**src/rtl/glitch_filter_pkg.sv**
```systemverilog
// Shared definitions for the y_glitch_filter block.
//   gf_state_e            : debounce FSM state encoding
//   StableCyclesDefault   : default number of stable samples to accept a level change
//   CntWDefault           : default width of the event counters
//   state_is_high()       : filtered level implied by an FSM state
package glitch_filter_pkg;

  typedef enum logic [1:0] {
    StLow      = 2'd0,
    StRisePend = 2'd1,
    StHigh     = 2'd2,
    StFallPend = 2'd3
  } gf_state_e;

  localparam int unsigned StableCyclesDefault = 4;
  localparam int unsigned CntWDefault         = 8;

  // A pending fall still reports high until the fall is accepted.
  function automatic logic state_is_high(gf_state_e s);
    return (s == StHigh) || (s == StFallPend);
  endfunction

endpackage

```
**src/rtl/sync_2ff.sv**
```systemverilog
// Two-flop synchronizer for a single asynchronous bit.
//   clk : sampling clock
//   rst : synchronous active-high reset, clears both stages to 0
//   d   : asynchronous input
//   q   : synchronized output (second stage)
module sync_2ff (
  input  logic clk,
  input  logic rst,
  input  logic d,
  output logic q
);

  logic s1_q;
  logic s2_q;

  always_ff @(posedge clk) begin
    if (rst) begin
      s1_q <= 1'b0;
      s2_q <= 1'b0;
    end else begin
      s1_q <= d;
      s2_q <= s1_q;
    end
  end

  assign q = s2_q;

endmodule

```
**src/rtl/y_glitch_filter.sv**
```systemverilog
// Glitch filter / debouncer for the asynchronous output of an upstream logic stage.
//   clk        : single clock, rising edge
//   rst        : synchronous active-high reset
//   y_in       : asynchronous, possibly glitchy input
//   clr        : synchronous clear of rise_cnt and glitch_cnt
//   y_f        : filtered level, registered
//   rise/fall  : one-cycle pulses when y_f goes 0->1 / 1->0
//   rise_cnt   : saturating count of accepted rising edges
//   glitch_cnt : saturating count of rejected pulses
module y_glitch_filter
  import glitch_filter_pkg::*;
#(
  parameter int unsigned STABLE_CYCLES = StableCyclesDefault,
  parameter int unsigned CNT_W         = CntWDefault
) (
  input  logic             clk,
  input  logic             rst,
  input  logic             y_in,
  input  logic             clr,
  output logic             y_f,
  output logic             rise,
  output logic             fall,
  output logic [CNT_W-1:0] rise_cnt,
  output logic [CNT_W-1:0] glitch_cnt
);

  localparam logic [3:0]       StabLast = 4'(STABLE_CYCLES - 1);
  localparam logic [CNT_W-1:0] CntMax   = {CNT_W{1'b1}};
  localparam logic [CNT_W-1:0] CntOne   = {{(CNT_W-1){1'b0}}, 1'b1};

  logic s2;

  sync_2ff u_sync (
    .clk (clk),
    .rst (rst),
    .d   (y_in),
    .q   (s2)
  );

  gf_state_e        state_q, state_d;
  logic [3:0]       stab_q, stab_d;
  logic             y_f_q, y_f_d;
  logic             rise_q, rise_d;
  logic             fall_q, fall_d;
  logic [CNT_W-1:0] rise_cnt_q, rise_cnt_d;
  logic [CNT_W-1:0] glitch_cnt_q, glitch_cnt_d;
  logic             accept_rise, accept_fall, reject;

  always_comb begin
    state_d     = state_q;
    stab_d      = stab_q;
    accept_rise = 1'b0;
    accept_fall = 1'b0;
    reject      = 1'b0;
    unique case (state_q)
      StLow: begin
        if (s2) begin
          state_d = StRisePend;
          stab_d  = 4'd1;
        end
      end
      StRisePend: begin
        if (!s2) begin
          state_d = StLow;
          stab_d  = 4'd0;
          reject  = 1'b1;
        end else if (stab_q == StabLast) begin
          state_d     = StHigh;
          stab_d      = 4'd0;
          accept_rise = 1'b1;
        end else begin
          stab_d = stab_q + 4'd1;
        end
      end
      StHigh: begin
        if (!s2) begin
          state_d = StFallPend;
          stab_d  = 4'd1;
        end
      end
      StFallPend: begin
        if (s2) begin
          state_d = StHigh;
          stab_d  = 4'd0;
          reject  = 1'b1;
        end else if (stab_q == StabLast) begin
          state_d     = StLow;
          stab_d      = 4'd0;
          accept_fall = 1'b1;
        end else begin
          stab_d = stab_q + 4'd1;
        end
      end
      default: begin
        state_d = StLow;
        stab_d  = 4'd0;
      end
    endcase

    // Outputs are registered copies of what the next state implies.
    y_f_d  = state_is_high(state_d);
    rise_d = accept_rise;
    fall_d = accept_fall;

    // Counters step on the same edge as the pulse they count; clr wins.
    rise_cnt_d = rise_cnt_q;
    if (clr) begin
      rise_cnt_d = '0;
    end else if (accept_rise && (rise_cnt_q != CntMax)) begin
      rise_cnt_d = rise_cnt_q + CntOne;
    end

    glitch_cnt_d = glitch_cnt_q;
    if (clr) begin
      glitch_cnt_d = '0;
    end else if (reject && (glitch_cnt_q != CntMax)) begin
      glitch_cnt_d = glitch_cnt_q + CntOne;
    end
  end

  always_ff @(posedge clk) begin
    if (rst) begin
      state_q      <= StLow;
      stab_q       <= 4'd0;
      y_f_q        <= 1'b0;
      rise_q       <= 1'b0;
      fall_q       <= 1'b0;
      rise_cnt_q   <= '0;
      glitch_cnt_q <= '0;
    end else begin
      state_q      <= state_d;
      stab_q       <= stab_d;
      y_f_q        <= y_f_d;
      rise_q       <= rise_d;
      fall_q       <= fall_d;
      rise_cnt_q   <= rise_cnt_d;
      glitch_cnt_q <= glitch_cnt_d;
    end
  end

  assign y_f        = y_f_q;
  assign rise       = rise_q;
  assign fall       = fall_q;
  assign rise_cnt   = rise_cnt_q;
  assign glitch_cnt = glitch_cnt_q;

endmodule

```
**config.mk**
```make
export PLATFORM = sky130hd
export DESIGN_NAME = y_glitch_filter
export DESIGN_NICKNAME = d
export VERILOG_FILES = /design/src/rtl/glitch_filter_pkg.sv /design/src/rtl/sync_2ff.sv /design/src/rtl/y_glitch_filter.sv
export SDC_FILE = /design/constraint.sdc
export NUM_CORES = 1
export LEC_CHECK = 0
export ABC_AREA = 1
export BUFFER_PORTS_ARGS = -buffer_cell sky130_fd_sc_hd__buf_2
export CAP_MARGIN = 20
export CORE_MARGIN = 1
export CORE_UTILIZATION = 39
export DETAILED_ROUTE_END_ITERATION = 16
export GPL_ROUTABILITY_DRIVEN = 0
export HOLD_SLACK_MARGIN = 0.05
export PLACE_DENSITY = 0.7
export SLEW_MARGIN = 20
export SYNTH_ARGS = -nofsm -noshare
export SYNTH_HDL_FRONTEND = slang
export SYNTH_SLANG_ARGS = --single-unit
```
**constraint.sdc**
```tcl
create_clock -name clk -period 1.4 [get_ports clk]
set_input_delay 0.07 -clock clk [delete_from_list [all_inputs] [get_ports clk]]
set_output_delay 0.07 -clock clk [all_outputs]
set_load 0.02 [all_outputs]
```
* Word-level counts from Yosys, hierarchy flattened
Cells that the tools add are included.
Operators by class: reduce and logical (&&, ||, !) cells 7, bitwise operators 1, equal/unequal tests 10, add/sub/neg operators 3, mux-type cells 19
Operators with widths (count):
- $mux W4 | 5
- $add A8 B1 Y8 const B | 2
- $ne A8 B8 Y1 const B | 2
- $pmux W4 S4 | 1
- $mux W2 | 6
- $eq A2 B2 Y1 const B | 4
- $pmux W2 S4 | 1
- $mux W1 | 5
- $add A4 B1 Y4 const B | 1
- $eq A4 B2 Y1 const B | 1
- $reduce_or A3 Y1 | 1
- $eq A2 B1 Y1 const B | 1
- $logic_and A1 B1 Y1 | 2
- $logic_not A2 Y1 | 1
- $ne A2 B1 Y1 const B | 1
- $ne A2 B2 Y1 const B | 1
- $pmux W1 S2 | 1
- $reduce_and A2 Y1 | 1
- $reduce_or A2 Y1 | 1
- $logic_or A1 B1 Y1 | 1
- $not A1 Y1 | 1
Storage, ports and cells: flip-flop bits (word level) 27, word-level logic and storage cells 49, output and inout bits 19, input bits 4

* Depth between registers and ports, before layout
depth in word-level cells 6, mapped depth 9, mapped depth without buffers 9

* Cells and area by module
A second synthesis with hierarchy kept.
Second synthesis, totals: cells, all modules 203, area, all modules 1342.5 um^2
Modules (own cells, without submodules):
- y_glitch_filter | instances 1, cells each 197, sequential area each 480.5 um^2, area each 1287.5 um^2
- sync_2ff | instances 1, cells each 6, sequential area each 40.0 um^2, area each 55.1 um^2

* Least setup slack after synthesis
No wires, ideal clock.
path kind register to register, start point reg glitch_cnt_q[1], in the netlist glitch_cnt[1], end point reg glitch_cnt_q[1], in the netlist glitch_cnt[1], period minus slack after synthesis 1.410 ns, data required time 1.284 ns, data arrival time 1.294 ns, path slack -0.010 ns, stages on the path, launching flop included 9, buffers on the path 0, cells stage by stage dfxtp_1 ha_1 nand2_1 nor2_1 nand2_1 nand2_4 inv_2 nor2_1 nor2_1
Between the ends: word-level cells in the longest chain between the ends 2, elaborated cells between the ends (all ways) 3, classes of those cells 1 x add/sub; 1 x eq/ne; 1 x reduce/logical
RTL lines:
- start, declared | RTL line y_glitch_filter.sv:46 | logic [CNT_W-1:0] glitch_cnt_q, glitch_cnt_d;
- start signal, assigned | RTL line y_glitch_filter.sv:137 | glitch_cnt_q <= glitch_cnt_d;
- parallel branches: the longest is 2 deep, another holds $add A8 B1 Y8
Several ways; the timed one is not identified. A chain may end at the register's enable or synchronous reset.

* Final worst setup path
start point reg stab_q[1], end point reg rise_cnt_q[0], in the netlist rise_cnt[0]
Between the ends: word-level cells in the longest chain between the ends 5
RTL lines:
- start, declared | RTL line y_glitch_filter.sv:41 | logic [3:0] stab_q, stab_d;
- start signal, assigned | RTL line y_glitch_filter.sv:132 | stab_q <= stab_d;
- $eq A4 B2 Y1 | RTL line y_glitch_filter.sv:67 | end else if (stab_q == StabLast) begin
- $mux W1 | RTL line y_glitch_filter.sv:67
- $mux W1 | RTL line y_glitch_filter.sv:63 | if (!s2) begin
- $mux W1 | RTL line y_glitch_filter.sv:55 | unique case (state_q)
- $logic_and A1 B1 Y1 | RTL line y_glitch_filter.sv:109 | end else if (accept_rise && (rise_cnt_q != CntMax)) begin
- end signal, assigned | RTL line y_glitch_filter.sv:136 | rise_cnt_q <= rise_cnt_d;
- end, declared | RTL line y_glitch_filter.sv:45 | logic [CNT_W-1:0] rise_cnt_q, rise_cnt_d;
Every way passes these cells.

==> flow_summary.rst <==
.. list-table::
   :header-rows: 1

   * - Metric
     - Value
   * - Post-route core utilization
     - 0.5262
   * - Result of the run
     - finished, final reports clean
   * - Internal power
     - 0.001059 W
   * - Share of total power in the clock network
     - 0.390
   * - Total Wirelength
     - 2817 µm
   * - Setup Buffers After CTS
     - 0
   * - Count of nets left with antenna violations after detail routing
     - 0
   * - Fraction of layout instances using a drive strength above 1
     - 0.2426
   * - Post-CTS clock slew at the launch and capture registers of the worst setup and hold paths
     - 140 ps
   * - Count of different cell masters after synthesis
     - 21
   * - IO buf count
     - 22
   * - Fraction of the cycle the final worst path needs
     - 0.9425
   * - Filler cells
     - between 300 and 400
   * - Remaining Overflow, GRT
     - 0
   * - Async set or reset register ratio after synthesis
     - 0
   * - Overall die area
     - 3688 µm²
   * - Initial drt markers
     - 43
   * - First-pass detailed-route iteration total
     - 4
   * - Share of the synthesized area in the top cell type
     - 0.3870
   * - Starting density of the core
     - 0.4266
   * - Sum of negative setup slack
     - 0 ps
   * - Arrival time of data at the critical path endpoint
     - 1550 ps
   * - H-tree lvl count
     - 1
   * - Clk buf depth
     - 2
   * - Global Route Usage Sum
     - 0.1591
   * - Actual slew at the worst max-slew pin
     - 327.0 ps
   * - Shortest period the worst path allows
     - 1320 ps
   * - Power density normalized to cell area
     - around 800 nW/µm²
   * - Setup slack of the most critical reg-to-reg path
     - 80 ps
   * - Number of antenna violations at the first check in global routing
     - 0
   * - FF+latch count, synth
     - 26
   * - Top cell types by occurrence after synthesis
     - sky130_fd_sc_hd__nand2_1, sky130_fd_sc_hd__nor2_1, sky130_fd_sc_hd__dfxtp_1, sky130_fd_sc_hd__inv_1, sky130_fd_sc_hd__nand3_1
   * - Top cells by area in the synthesized netlist
     - sky130_fd_sc_hd__dfxtp_1, sky130_fd_sc_hd__nand2_1, sky130_fd_sc_hd__nor2_1, sky130_fd_sc_hd__nand3_1, sky130_fd_sc_hd__inv_1
   * - CTS tree
     - yes
   * - Clock latency on the worst-skew pair
     - ~330 ps
   * - Inserted Diodes
     - 0
   * - Post-DP HPWL
     - 2064 µm
   * - Final layout net count
     - 243
   * - Primary FF master, synth
     - sky130_fd_sc_hd__dfxtp_1
   * - Average size of a mapped cell
     - between 6 and 7 µm²
   * - Max Clock Skew
     - 2.092 ps
   * - Routed length per placed instance
     - 10.10 µm
   * - Via count
     - roughly 1300
   * - Net count after synthesis
     - 208
   * - Flop pwr share
     - 0.566
   * - Summed instance area of the synthesized netlist
     - 1345 µm²
   * - Maximum number of pins on one net before global-route repair
     - 16
   * - Cell Count Post-Placement
     - 272
   * - Relative max-transition margin
     - 0.7812
   * - Std-Cell Rows
     - 20
   * - Least setup slack across all paths after layout
     - a little over 80 ps
   * - RSZ-0062 raised after global routing
     - true
   * - Count of pins over their slew limit
     - 0
   * - Maximum clock frequency
     - 757.8 MHz
   * - Count of endpoints failing setup in the final report
     - 0
   * - Clock tree root buffer cell
     - sky130_fd_sc_hd__clkbuf_4
   * - Standard cell core area
     - between 3000 and 4000 µm²
   * - Synthesis-to-finish area growth
     - 23.35%
   * - Largest fanout on the critical path
     - 8
   * - Required time of the worst setup path
     - 1640 ps
   * - Number of failing hold endpoints at the final stage
     - 0
   * - First-pass GRT wire length
     - 4450 µm
   * - Count of clock tree sinks
     - 26
   * - Worst slack after detailed placement
     - 82.35 ps
   * - Count of boundary I/O pins
     - 23
   * - Total area of multi-input combinational cells
     - 739.5 µm²
   * - Final cell count without fillers
     - 279
   * - Most numerous cell in the Yosys netlist
     - sky130_fd_sc_hd__nand2_1
   * - Number of clock buffers inserted by TritonCTS
     - 3
   * - Vert. Die Dim
     - 60.73 µm
   * - Share of the yosys chip area belonging to registers
     - 0.3870
   * - Post-synthesis instance total
     - 201
   * - Floorplan die width
     - 60.73 µm
   * - EDFF count, synth
     - 0
   * - Number of vias per cell
     - 4.695
   * - Nature of the critical path endpoint
     - register
   * - Class of the tightest hold or removal check
     - in2reg
   * - Post-route total power
     - 0.001328 W
   * - Maximum vdd drop
     - 0.5000 mV
   * - Share of total power in combinational logic
     - 0.044
   * - Max-cap viol count
     - 0
   * - Pleak
     - 0.7076 nW
   * - DRC viols
     - 0
   * - Sequential cell area
     - 529.3 µm²
   * - Sw power
     - 0.0002688 W
   * - Category of the critical setup timing path
     - reg2reg
   * - Library cell with the largest summed area after synthesis
     - sky130_fd_sc_hd__dfxtp_1
   * - Switching fraction of total power
     - 0.2024
   * - Type of origin of the critical path
     - register
   * - Via count of the first global-routing pass
     - 1061
   * - Number of warnings printed during yosys synthesis
     - 0
-- worst max-delay path: stages, from the launching register on --
cell and delay [ps]:
sky130_fd_sc_hd__dfxtp_1 380, sky130_fd_sc_hd__ha_2 210, sky130_fd_sc_hd__nand3_2 110, sky130_fd_sc_hd__nor2_4 190
sky130_fd_sc_hd__nand2_4 100, sky130_fd_sc_hd__o21ai_0 170, sky130_fd_sc_hd__nor2_1 60
-- power groups by stage --
stage                     Clock [W]  Combinational, W  Sequential [W]
final                      0.000517         0.0000589        0.000752
after global placement            0         0.0000516        0.000768
after CTS                  0.000534         0.0000585        0.000752
after detailed placement          0         0.0000520        0.000768
after floorplan                   0         0.0000342        0.000766
after global routing       0.000561         0.0000670        0.000753
-- kinds of logic after synthesis --
family,count (synthesis),share of synthesized area
xor gates and xnor gates,5,0.03256
adders and majority gates,3,0.02791
AOI/OAI and AO/OA,21,0.08280
and+or+nand+nor,120,0.3953
DFF,26,0.3870
buffers and inverters,26,0.07442
-- path summary, 6_finish.rpt --
path,startpoint,depth (start not counted),end
worst max-delay path,stab_q[1],6,rise_cnt[0]
worst min register to register,u_sync.s1_q,2,u_sync.q
worst max register to register,stab_q[1],6,rise_cnt[0]
worst min-delay path,clr,4,rise_cnt[4]
-- cells in the final DEF (no fill, tap or decap) --
master                          count
sky130_fd_sc_hd__xor2_1             5
sky130_fd_sc_hd__buf_2             22
sky130_fd_sc_hd__ha_1               1
sky130_fd_sc_hd__nand2_4            2
sky130_fd_sc_hd__nand4_1            5
sky130_fd_sc_hd__o21bai_1           1
sky130_fd_sc_hd__dfxtp_1           19
sky130_fd_sc_hd__ha_2               2
sky130_fd_sc_hd__a211oi_1           1
sky130_fd_sc_hd__nand3_1           16
sky130_fd_sc_hd__buf_4              7
sky130_fd_sc_hd__a21oi_1           12
sky130_fd_sc_hd__nand3_2            1
sky130_fd_sc_hd__o22ai_1            1
sky130_fd_sc_hd__dfxtp_2            7
sky130_fd_sc_hd__clkbuf_4           3
sky130_fd_sc_hd__dlygate4sd3_1      3
sky130_fd_sc_hd__nand2_2            4
sky130_fd_sc_hd__and3_1             1
sky130_fd_sc_hd__clkinv_1           1
sky130_fd_sc_hd__inv_1             21
sky130_fd_sc_hd__nor2_4             2
sky130_fd_sc_hd__inv_2              2
sky130_fd_sc_hd__nor2_1            30
sky130_fd_sc_hd__nor2_2             4
sky130_fd_sc_hd__o21ai_0            6
sky130_fd_sc_hd__nand2_1           55
sky130_fd_sc_hd__bufinv_16          1
-- layer usage --
layer | wire length (µm) | global-route usage
met4 | 20 | 0.02922
met3 | 120 | 0.04051
met2 | 1235 | 0.2559
met5 | 0 | 0
met1 | 1441 | 0.2184
-- through the flow --
| stage | instance area (µm²) | hold WS, ps |
|---|---|---|
| 4_1_cts | 1638 | 126.0 |
| 2_1_floorplan | 1348 | 139.1 |
| 3_5_place_dp | 1555 | 276.5 |
| 3_3_place_gp | 1555 | 269.9 |
| 5_1_grt | 1659 | 138.7 |
| 6_report | 1659 | 139.6 |
-- state kept, by name, summed over array words and instances (netlist names) --
register / count
u_sync.s1_q: 1
u_sync.q: 1
stab_q: 4
rise_cnt: 8
glitch_cnt: 8
fall: 1
state_q: 2
rise: 1
-- repair_timing --
item                                    in CTS  in global routing
hold buffers                                 3                  0
resized for setup                            0                 10
hold endpoints to repair                     4                  0
endpoints found under the setup margin       0                 16
-- layout make-up --
cell class | instances | share of cell area
tap | 44 | 0.03318
timing repair buffer | 32 | 0.1161
inverter | 24 | 0.05430
clock buffer | 3 | 0.01357
sequential | 26 | 0.3190
clock inverter | 1 | 0.01810
multi-input combinational | 149 | 0.4457
No activity file was read; power rests on OpenSTA's default activity.
